$ cat src/rtl/counter_register_if.sv
// counter_register_if: bus-side bundle for counter_register.
// master drives strobes and load data; slave is the register.
interface counter_register_if #(
  parameter int W = 16
);
  logic         clr;
  logic         load;
  logic         incr;
  logic         decr;
  logic         shl;
  logic         shr;
  logic         serial_in;
  logic [W-1:0] input_data;
  logic [W-1:0] register_out;
  logic         zero;
  logic         tc;
  logic         ovf_sticky;

  modport master (
    output clr, load, incr, decr,
    output shl, shr, serial_in,
    output input_data,
    input  register_out, zero,
    input  tc, ovf_sticky
  );

  modport slave (
    input  clr, load, incr, decr,
    input  shl, shr, serial_in,
    input  input_data,
    output register_out, zero,
    output tc, ovf_sticky
  );
endinterface

$ cat src/rtl/counter_register.sv
// counter_register: load/count register with modulus and flags.
// Shift path enabled by COUNTER_REGISTER_SHIFT_EN.
module counter_register #(
  parameter int W        = 16,
  parameter int STEP     = 1,
  parameter int MOD      = 0,
  parameter int SATURATE = 0
) (
  input  logic               clock,
  input  logic               reset,
  counter_register_if.slave  bus
);

  localparam logic [W:0] LIM =
    (MOD == 0) ? ((W+1)'(1) << W)
               : (W+1)'(MOD);
  localparam logic [W:0]   STP = (W+1)'(STEP);
  localparam logic [W-1:0] TOP = W'(LIM - 1'b1);

  logic [W-1:0] val_q = '0;
  logic [W-1:0] val_d;
  logic         tc_q  = 1'b0;
  logic         tc_d;
  logic         ovf_q = 1'b0;
  logic         ovf_d;

  logic [W:0] cur_x;
  logic [W:0] up_x;
  logic [W:0] dn_x;
  logic [W:0] ld_x;

  assign cur_x = {1'b0, val_q};
  assign up_x  = cur_x + STP;
  assign dn_x  = cur_x + LIM - STP;
  assign ld_x  = {1'b0, bus.input_data};

`ifdef COUNTER_REGISTER_SHIFT_EN
  logic [W-1:0] sh_v;
  logic [W:0]   sh_x;

  // Shift candidate; left takes serial_in at LSB, right at MSB.
  always_comb begin
    if (bus.shl)
      sh_v = {val_q[W-2:0], bus.serial_in};
    else
      sh_v = {bus.serial_in, val_q[W-1:1]};
  end

  assign sh_x = {1'b0, sh_v};
`else
  logic unused_shift;
  assign unused_shift = ^{bus.shl, bus.shr,
                          bus.serial_in};
`endif

  // Next state: clr > load > shift > count > hold.
  always_comb begin
    val_d = val_q;
    tc_d  = 1'b0;
    ovf_d = ovf_q;
    if (bus.clr) begin
      val_d = '0;
      ovf_d = 1'b0;
    end else if (bus.load) begin
      if (ld_x >= LIM) begin
        val_d = TOP;
        ovf_d = 1'b1;
      end else begin
        val_d = bus.input_data;
      end
`ifdef COUNTER_REGISTER_SHIFT_EN
    end else if (bus.shl || bus.shr) begin
      if (bus.shl ^ bus.shr) begin
        if (sh_x >= LIM) begin
          val_d = TOP;
          ovf_d = 1'b1;
        end else begin
          val_d = sh_v;
        end
      end
`endif
    end else if (bus.incr && !bus.decr) begin
      if (up_x >= LIM) begin
        val_d = (SATURATE != 0) ? TOP
                                : W'(up_x - LIM);
        tc_d  = 1'b1;
        ovf_d = 1'b1;
      end else begin
        val_d = W'(up_x);
      end
    end else if (bus.decr && !bus.incr) begin
      if (cur_x < STP) begin
        val_d = (SATURATE != 0) ? '0 : W'(dn_x);
        tc_d  = 1'b1;
        ovf_d = 1'b1;
      end else begin
        val_d = W'(cur_x - STP);
      end
    end
  end

  // State register with synchronous reset.
  always_ff @(posedge clock) begin
    if (reset) begin
      val_q <= '0;
      tc_q  <= 1'b0;
      ovf_q <= 1'b0;
    end else begin
      val_q <= val_d;
      tc_q  <= tc_d;
      ovf_q <= ovf_d;
    end
  end

  assign bus.register_out = val_q;
  assign bus.zero         = (val_q == '0);
  assign bus.tc           = tc_q;
  assign bus.ovf_sticky   = ovf_q;

endmodule

$ cat src/flat_wrapper.sv
// flat-port wrapper written by rule: the top's interface ports become plain ports
module counter_register_flat 
#(
  parameter int W        = 16,
  parameter int STEP     = 1,
  parameter int MOD      = 0,
  parameter int SATURATE = 0
)
  (clock, reset, bus_clr, bus_load, bus_incr, bus_decr, bus_shl, bus_shr, bus_serial_in, bus_input_data, bus_register_out, bus_zero, bus_tc, bus_ovf_sticky);
  counter_register_if #(.W(W)) bus_i ();
  input  logic clock;
  input  logic reset;
  input wire logic [$bits(bus_i.clr)-1:0] bus_clr;
  input wire logic [$bits(bus_i.load)-1:0] bus_load;
  input wire logic [$bits(bus_i.incr)-1:0] bus_incr;
  input wire logic [$bits(bus_i.decr)-1:0] bus_decr;
  input wire logic [$bits(bus_i.shl)-1:0] bus_shl;
  input wire logic [$bits(bus_i.shr)-1:0] bus_shr;
  input wire logic [$bits(bus_i.serial_in)-1:0] bus_serial_in;
  input wire logic [$bits(bus_i.input_data)-1:0] bus_input_data;
  output wire logic [$bits(bus_i.register_out)-1:0] bus_register_out;
  output wire logic [$bits(bus_i.zero)-1:0] bus_zero;
  output wire logic [$bits(bus_i.tc)-1:0] bus_tc;
  output wire logic [$bits(bus_i.ovf_sticky)-1:0] bus_ovf_sticky;
  assign bus_i.clr = bus_clr;
  assign bus_i.load = bus_load;
  assign bus_i.incr = bus_incr;
  assign bus_i.decr = bus_decr;
  assign bus_i.shl = bus_shl;
  assign bus_i.shr = bus_shr;
  assign bus_i.serial_in = bus_serial_in;
  assign bus_i.input_data = bus_input_data;
  assign bus_register_out = bus_i.register_out;
  assign bus_zero = bus_i.zero;
  assign bus_tc = bus_i.tc;
  assign bus_ovf_sticky = bus_i.ovf_sticky;
  counter_register #(.W(W), .STEP(STEP), .MOD(MOD), .SATURATE(SATURATE)) u_core (.clock(clock), .reset(reset), .bus(bus_i));
endmodule
$ cat config.mk
export PLATFORM = sky130hd
export DESIGN_NAME = counter_register_flat
export DESIGN_NICKNAME = d
export VERILOG_FILES = /design/src/rtl/counter_register_if.sv /design/src/rtl/counter_register.sv /design/src/flat_wrapper.sv
export SDC_FILE = /design/constraint.sdc
export NUM_CORES = 1
export LEC_CHECK = 0
export CORE_ASPECT_RATIO = 0.6
export CORE_MARGIN = 5
export CORE_UTILIZATION = 45
export DETAILED_ROUTE_END_ITERATION = 8
export PLACE_DENSITY = 0.8
export SYNTH_ARGS = -nofsm -noshare
export SYNTH_HDL_FRONTEND = slang
export SYNTH_SLANG_ARGS = --single-unit
$ cat constraint.sdc
create_clock -name clock -period 2.81 [get_ports clock]
set_input_delay 0.281 -clock clock [delete_from_list [all_inputs] [get_ports clock]]
set_output_delay 0.281 -clock clock [all_outputs]
set_load 0.02 [all_outputs]
## After elaboration in Yosys (flattened, before gate mapping)

Cells that the tools add are included.
W data, S select, Z words.

| cells by class | value |
|---|---|
| add/subtract/negate cells | 5 |
| order comparisons | 3 |
| eq/ne operators | 2 |
| muxes and demuxes | 16 |
| reduce and logical (&&, ||, !) cells | 10 |

Operator list:

| kind | count |
|---|---|
| $mux W16 | 6 |
| $sub A16 B1 Y16 const B | 3 |
| $add A16 B1 Y17 const B | 1 |
| $ge A16 B17 Y1 const B | 1 |
| $ge A17 B17 Y1 const B | 1 |
| $add A16 B1 Y16 const B | 1 |
| $logic_not A16 Y1 | 1 |
| $lt A16 B1 Y1 const B | 1 |
| $mux W1 | 10 |
| $reduce_bool A3 Y1 | 2 |
| $reduce_and A4 Y1 | 1 |
| $ne A3 B3 Y1 const B | 1 |
| $reduce_or A3 Y1 | 1 |
| $logic_and A1 B1 Y1 | 2 |
| $logic_not A1 Y1 | 2 |
| $ne A2 B1 Y1 const B | 1 |
| $reduce_or A2 Y1 | 1 |

| word-level totals | value |
|---|---|
| flip-flop bits (word level) | 18 |
| input port bits | 25 |
| output and inout port bits | 19 |

## Logic depth before layout (Yosys ltp)

Gate-level depths: netlist (run 1).

| logic depth | value |
|---|---|
| depth in word-level cells | 6 |
| depth in mapped cells | 7 |

## Least setup slack after synthesis (run 1)

Ideal clock, no wire load.

| path | value |
|---|---|
| kind | register to register |
| from | register u_core.val_q[3] (netlist: u_core.bus.register_out[3]) |
| to | register u_core.val_q[15] (netlist: u_core.bus.register_out[15]) |
| setup time | 0.060 ns |
| data arrival time | 2.166 ns |
| data required time | 2.750 ns |
| slack | 0.584 ns |
| stages on the path, launching flop included | 7 |
| period minus slack after synthesis | 2.226 ns |
| cell sequence | dfxtp_1 > or4_1 > clkbuf_2 > or4_1 > o31a_1 > a211o_1 > nand2_1 |

| on the way | value |
|---|---|
| longest elaborated chain between the ends | 6 |

RTL lines:

| item | RTL line | RTL |
|---|---|---|
| start, declared | counter_register.sv:20 | `logic [W-1:0] val_q = '0;` |
| start signal, assigned | counter_register.sv:109 | `val_q <= val_d;` |
| $add A16 B1 Y16 | counter_register.sv:34 | `assign dn_x = cur_x + LIM - STP;` |
| $sub A16 B1 Y16 | counter_register.sv:34 |  |
| $mux W16 | counter_register.sv:92 | `if (cur_x < STP) begin` |
| $mux W16 | counter_register.sv:91 | `end else if (bus.decr && !bus.incr) begin` |
| $mux W16 * | counter_register.sv:82 | `end else if (bus.incr && !bus.decr) begin` |
| $mux W16 * | counter_register.sv:64 | `end else if (bus.load) begin` |

Mark *: on every way between the ends. The rest lies on a longest branch, timed or not. The select of a mux whose other input is x is not followed.
A chain may end at the register's enable or synchronous reset.

## Worst setup path in the final report (run 1)

| path | value |
|---|---|
| from | register u_core.val_q[4] (netlist: u_core.bus.register_out[4]) |
| to | output bus_zero |

| on the way | value |
|---|---|
| longest elaborated chain between the ends | 1 |

RTL lines:

| item | RTL line | RTL |
|---|---|---|
| $logic_not A16 Y1 | counter_register.sv:116 | `assign bus.zero = (val_q == '0);` |
| end, declared | flat_wrapper.sv:22 | `output wire logic [$bits(bus_i.zero)-1:0] bus_zero;` |

No other way between the ends.

==> impl_metrics.yaml, run 1 <==
detailed_routing:
  wl_per_cell_microns: 16.4
  vias: 1413
  antenna_left: 0
  drt_wl_total_mm: 3.85
  drc: 0
  first_pass_iters: 4
  drt-initial-drc-count: 139
  viasPerCell: 6.01
logic_synthesis:
  synth_compound_area_frac: 0.190
  synth_nets: 190
  ys_ff_latch: 18
  synthMuxAreaShare: 0.0314
  synth_area_sq_um: 1270
  yosysMostFrequentCell: "dfxtp_1"
  synth_warnings: 0
  async_reset_ff_frac: 0
  synth-adder-area-share: 0.0196
  ys_seq_area_frac: 0.283
  synth_top_family_by_area: "simple AND/OR/NAND/NOR gates"
  netlist_top_cells_count: "dfxtp_1 (18), nor2_1 (13), nand2_1 (11), o21ai_0 (11), a21oi_1 (10)"
  synth_xor_area_frac: 0.0756
  syn_avg_cell_area_sq_um: 7.82
  synthTopCellsByArea: "dfxtp_1 (28%), o21ai_0 (4.3%), xor2_1 (4.1%)"
  synth.distinct_cells: 46
  yosys.area_share.simple: 0.324
  syn-instance-count: 163
  synth_top_cell_by_area: "dfxtp_1"
  synth_flop_cell: "dfxtp_1"
  synth_top_area_share: 0.283
  synth_edf_count: 0
global_route:
  grt_pass1_wl_mm: 6.20
  grt_overflow: 0
  grt_pass1_vias: 1312
  antenna_found_initial: 0
  grtUsageTotal: 0.195
  grt_max_degree: 15
critical_path:
  worstPathArrival_ns: 2.34
  path_class: "flip-flop to primary output"
  worstReg2RegStart: "u_core.bus.register_out[4]$_SDFFE_PP0N_"
  cp.required_ns: 2.53
  critPathMaxFanout: 6
  cp-start-kind: "flip-flop"
  r2r-end: "u_core.bus.register_out[11]$_SDFFE_PP0N_"
  r2r_cells: 5
  worstSetupEndpointType: "primary output"
  ff2ff_setup_slack_ns: 0.50
cts:
  numCtsBuffers: 3
  cts_tree: "yes"
  cts.sink_count: 18
  clk-insertion-delay-late_ns: 0.26
  root_buffer: "clkbuf_8"
  htreeDepth: 1
  cts_buffer_depth: 2
  clk_pin_slew_worst_paths_ns: 0.07
hold_path:
  hp-start: "u_core.bus.ovf_sticky$_SDFFE_PP0P_"
  hold_end: "u_core.bus.ovf_sticky$_SDFFE_PP0P_"
  hold_depth: 1
  hp-class: "flip-flop to flip-flop"
cells_and_area:
  antenna_cells: 0
  syn_to_final_growth_pct: 37.3
  drive_gt1_frac: 0.0936
  stdcell_area_sq_um: 1750
  layout.nets: 231
  fin_cells: 235
timing:
  fin_setup_tns_ns: 0
  rsz0062_at_grt: "no"
  min_period_ns: 2.62
  post-route-period-util: 0.933
  finalMaxSlewViolations: 0
  fmax_mhz: 381
  setup_viol: 0
  worstMarginPinSlew_ns: 0.761
  slew-limit-headroom: 0.489
  hold_viol: 0
  fin_skew_ns: 0.00443
pwr:
  p_leak_nw: 0.668
  total_power_mw: 0.719
  p_per_area_nw_per_um2: 411
  irDropWorstVdd_mv: 0.326
placement:
  placed_cell_area_sq_um: 1690
  gp_congestion: 0.930
  io_buffers: 40
  place_inst: 231
  hpwl_mm: 2.95
die:
  initial_core_util: 0.488
  die-area_sq_um: 4030
  rows: 14
  coreArea_sq_um: 2610
  die_w_microns: 78.7
  num_io_pins: 44
  die_h_microns: 51.2
run:
  cap_violations: 0
outcome:
  outcome: "completed"
## worst max-delay path, stage by stage (launching register included)
cell	delay, ns
dfxtp_1	0.38
or4_4	0.58
nor4_2	0.33
and2_1	0.18
clkdlybuf4s50_1	0.60
## final cells by class
class                   instances  area (sq um)
clock buffers                   4          55.1
fillers                       212           860
inverters                       4          15.0
multi-input cells             130           827
flip-flops and latches         18           360
well taps                      32          40.0
repair buffers                 47           453
## layer usage
layer / GRT usage / vias to the layer above / share of wire
li1: - / 686 / -
met1: 0.267 / 651 / 0.46
met2: 0.296 / 72 / 0.43
met3: 0.0684 / 4 / 0.10
met4: 0.0436 / 0 / 0.0044
met5: 0 / - / 0
## where the power goes
part / internal (mW) / total (mW) / switching, mW
combinational: 0.109 / 0.217 / 0.107
sequential: 0.267 / 0.284 / 0.0171
clock: 0.125 / 0.219 / 0.0944
total: 0.500 / 0.719 / 0.219
## repair_timing
| action | CTS | global route |
|---|---|---|
| resized for setup | 0 | 2 |
| hold buffers | 0 | 0 |
| buffers inserted | 0 | 0 |
| endpoints found under the setup margin | 0 | 1 |
## stage by stage
step	setup WS [ns]	util	hold WS, ns
after floorplan	0.584	-	0.420
after global placement	0.389	0.646	0.435
after detailed placement	0.353	0.646	0.455
after CTS	0.0591	0.667	0.472
after global routing	0.0761	0.671	0.511
final	0.189	0.671	0.465
## registers in the layout, indices dropped and copies added (netlist names)
signal and count:
u_core.bus.register_out 16, u_core.bus.ovf_sticky 1, u_core.bus.tc 1
## cell usage in the layout, fill, tap and decap left out, types with 2 or more instances in the layout
cell type / n
clkbuf_8: 4
o21ai_0: 11
buf_4: 7
nand4_1: 4
nor2_1: 13
nand2b_1: 3
ha_1: 2
nand3_1: 8
clkdlybuf4s50_1: 40
nor3_1: 4
o32ai_1: 2
mux2i_1: 4
a22oi_1: 3
or4_1: 4
o22ai_1: 2
or2_2: 2
xor2_1: 6
or3_1: 5
a31oi_1: 4
nand2_1: 11
dfxtp_1: 18
a21oi_1: 10
nor4_1: 7
inv_1: 4
xnor2_1: 5
## cells by family after synthesis
group                    count (synthesis)
AND/OR/NAND/NOR                         74
buffers and inverters                   15
flip-flops                              18
multiplexers                             4
XOR/XNOR                                11
adder cells (fa/ha/maj)                  2
AO/OA/AOI/OAI                           39
## worst max path at each step
stage | from | to | slack (ns) | cells after the start
after floorplan | u_core.bus.register_out[3]$_SDFFE_PP0N_ | u_core.bus.register_out[15]$_SDFFE_PP0N_ | 0.58 | 6
after global placement | u_core.bus.register_out[4]$_SDFFE_PP0N_ | bus_zero | 0.39 | 4
after detailed placement | u_core.bus.register_out[4]$_SDFFE_PP0N_ | bus_zero | 0.35 | 4
after CTS | u_core.bus.register_out[4]$_SDFFE_PP0N_ | bus_zero | 0.06 | 4
after global routing | u_core.bus.register_out[4]$_SDFFE_PP0N_ | bus_zero | 0.08 | 4
final | u_core.bus.register_out[4]$_SDFFE_PP0N_ | bus_zero | 0.19 | 4
(Power assumes the default switching activity.)
==> run 2: changes to the inputs <==
Settings changed: CORE_UTILIZATION 45 to 41, HOLD_SLACK_MARGIN set to 0.03, PLACE_DENSITY 0.8 to 0.76.
Clock period 2.81 ns to 2.1 ns, I/O delays scaled along.
==> impl_metrics.yaml, run 2 (synthesized netlist as in run 1, its figures left out) <==
cts:
  clk-insertion-delay-late_ns: 0.26
  root_buffer: "clkbuf_8"
  cts_hold_buffers: 0
  htreeDepth: 1
  numCtsBuffers: 3
  cts_tree: "yes"
  cts_buffer_depth: 2
  clk_pin_slew_worst_paths_ns: 0.07
  cts.sink_count: 18
detailed_routing:
  drt-initial-drc-count: 73
  vias: 1483
  first_pass_iters: 4
  drt_wl_total_mm: 3.96
  wl_per_cell_microns: 14.8
  drc: 0
  viasPerCell: 5.53
  antenna_left: 0
global_route:
  grtUsageTotal: 0.193
  antenna_found_initial: 0
  grt_max_degree: 15
  grt_pass1_vias: 1359
  grt_overflow: 0
  grt_pass1_wl_mm: 6.43
placement:
  gp_congestion: 0.903
  hpwl_mm: 3.11
  io_buffers: 40
critical_path:
  worstSetupEndpointType: "primary output"
  worstPathArrival_ns: 1.95
  path_class: "flip-flop to primary output"
  critPathMaxFanout: 3
  cp-start-kind: "flip-flop"
  cp.required_ns: 1.89
timing:
  fmax_mhz: 464
  hold_ws_ns: 0.465
  hold_viol: 0
  worstMarginPinSlew_ns: 0.444
  slew-limit-headroom: 0.701
  rsz0062_at_grt: "yes"
  timing.final.ws_setup_ns: -0.0572
  post-route-period-util: 1.03
  finalMaxSlewViolations: 0
  fin_skew_ns: 0.00566
  fin_setup_tns_ns: -0.0614
  setup_viol: 2
  min_period_ns: 2.16
die:
  die_w_microns: 82.0
  initial_core_util: 0.435
  die_h_microns: 53.2
  die-area_sq_um: 4360
  num_io_pins: 44
  coreArea_sq_um: 2930
  rows: 15
cells_and_area:
  layout.nets: 254
  layout_common_cells: "clkdlybuf4s50_1 (39), buf_4 (30), dfxtp_1 (14)"
  largest_reg_flops: 16
  syn_to_final_growth_pct: 55.3
  antenna_cells: 0
  final_common_cell: "clkdlybuf4s50_1"
  n_fill_cell: 247
  drive_gt1_frac: 0.230
run:
  cap_violations: 0
pwr:
  internal-power_mw: 0.714
  switching_share: 0.302
  power_frac_comb: 0.354
  power_switching_mw: 0.308
  irDropWorstVdd_mv: 0.372
  p_leak_nw: 0.796
  pwr-share-seq: 0.358
  clock_power_share: 0.288
  p_per_area_nw_per_um2: 516
hold_path:
  hp-class: "flip-flop to flip-flop"
outcome:
  outcome: "finished, violations left"
  violations: "setup timing"
## run 2: final timing paths
check / start / to / slack [ns] / depth (start not counted)
worst min-delay path: u_core.bus.ovf_sticky$_SDFFE_PP0P_ / u_core.bus.ovf_sticky$_SDFFE_PP0P_ / 0.46 / 1
worst min register to register: u_core.bus.ovf_sticky$_SDFFE_PP0P_ / u_core.bus.ovf_sticky$_SDFFE_PP0P_ / 0.46 / 1
worst max-delay path: u_core.bus.register_out[2]$_SDFFE_PP0N_ / bus_zero / -0.06 / 6
worst max register to register: u_core.bus.register_out[2]$_SDFFE_PP0N_ / u_core.bus.register_out[15]$_SDFFE_PP0N_ / 0 / 6
## run 2: stage by stage
step	util	worst slack [ns]	cell area, sq um	cells	total power, mW
after global placement	0.637	-0.138	1870	262	0.693
final	0.676	-0.0572	1980	268	1.02
after global routing	0.676	-0.0977	1980	268	1.08
after floorplan	-	-0.0489	1290	163	0.554
after detailed placement	0.637	-0.128	1870	262	0.700
after CTS	0.659	-0.0104	1930	267	1.00
## run 2: critical path: stages, from the launching register on
cell     delay, ns
dfxtp_4       0.34
or4_4         0.53
buf_4         0.15
nor4_1        0.23
buf_4         0.18
and2_1        0.12
buf_4         0.14
## run 2: what timing repair did
item | in CTS | in global routing
hold endpoints to repair | 0 | 0
setup buffers | 1 | 1
gates resized for setup | 6 | 8
pin swaps | 4 | 5
setup endpoints to repair | 5 | 6
## run 2: per-layer routing
metal | up-vias | track usage | share of wire
met2 | 58 | 0.290 | 0.43
met3 | 9 | 0.0595 | 0.083
met4 | 0 | 0.0387 | 0.012
met1 | 683 | 0.271 | 0.48
met5 | - | 0 | 0
li1 | 733 | - | -
## run 2: power by group through the flow
| stage | Sequential [mW] | Combinational (mW) | Clock (mW) |
|---|---|---|---|
| final | 0.366 | 0.362 | 0.294 |
| after global routing | 0.368 | 0.389 | 0.322 |
| after CTS | 0.366 | 0.334 | 0.301 |
| after detailed placement | 0.374 | 0.327 | 0 |
| after global placement | 0.372 | 0.321 | 0 |
| after floorplan | 0.399 | 0.155 | 0 |
## run 2: area by class of cell
| class | instances | area [sq um] | share of cell area |
|---|---|---|---|
| well taps | 42 | 52.6 | 0.0265 |
| flip-flops and latches | 18 | 370 | 0.187 |
| clock buffers | 4 | 55.1 | 0.0278 |
| repair buffers | 70 | 627 | 0.316 |
| inverters | 4 | 15.0 | 0.00758 |
| multi-input cells | 130 | 861 | 0.435 |
==> run 3: changes to the inputs <==
Settings changed: GPL_TIMING_DRIVEN set to 1.
==> results of run 3 <==
The final DEF is identical to that of run 2; final timing and power are the same.
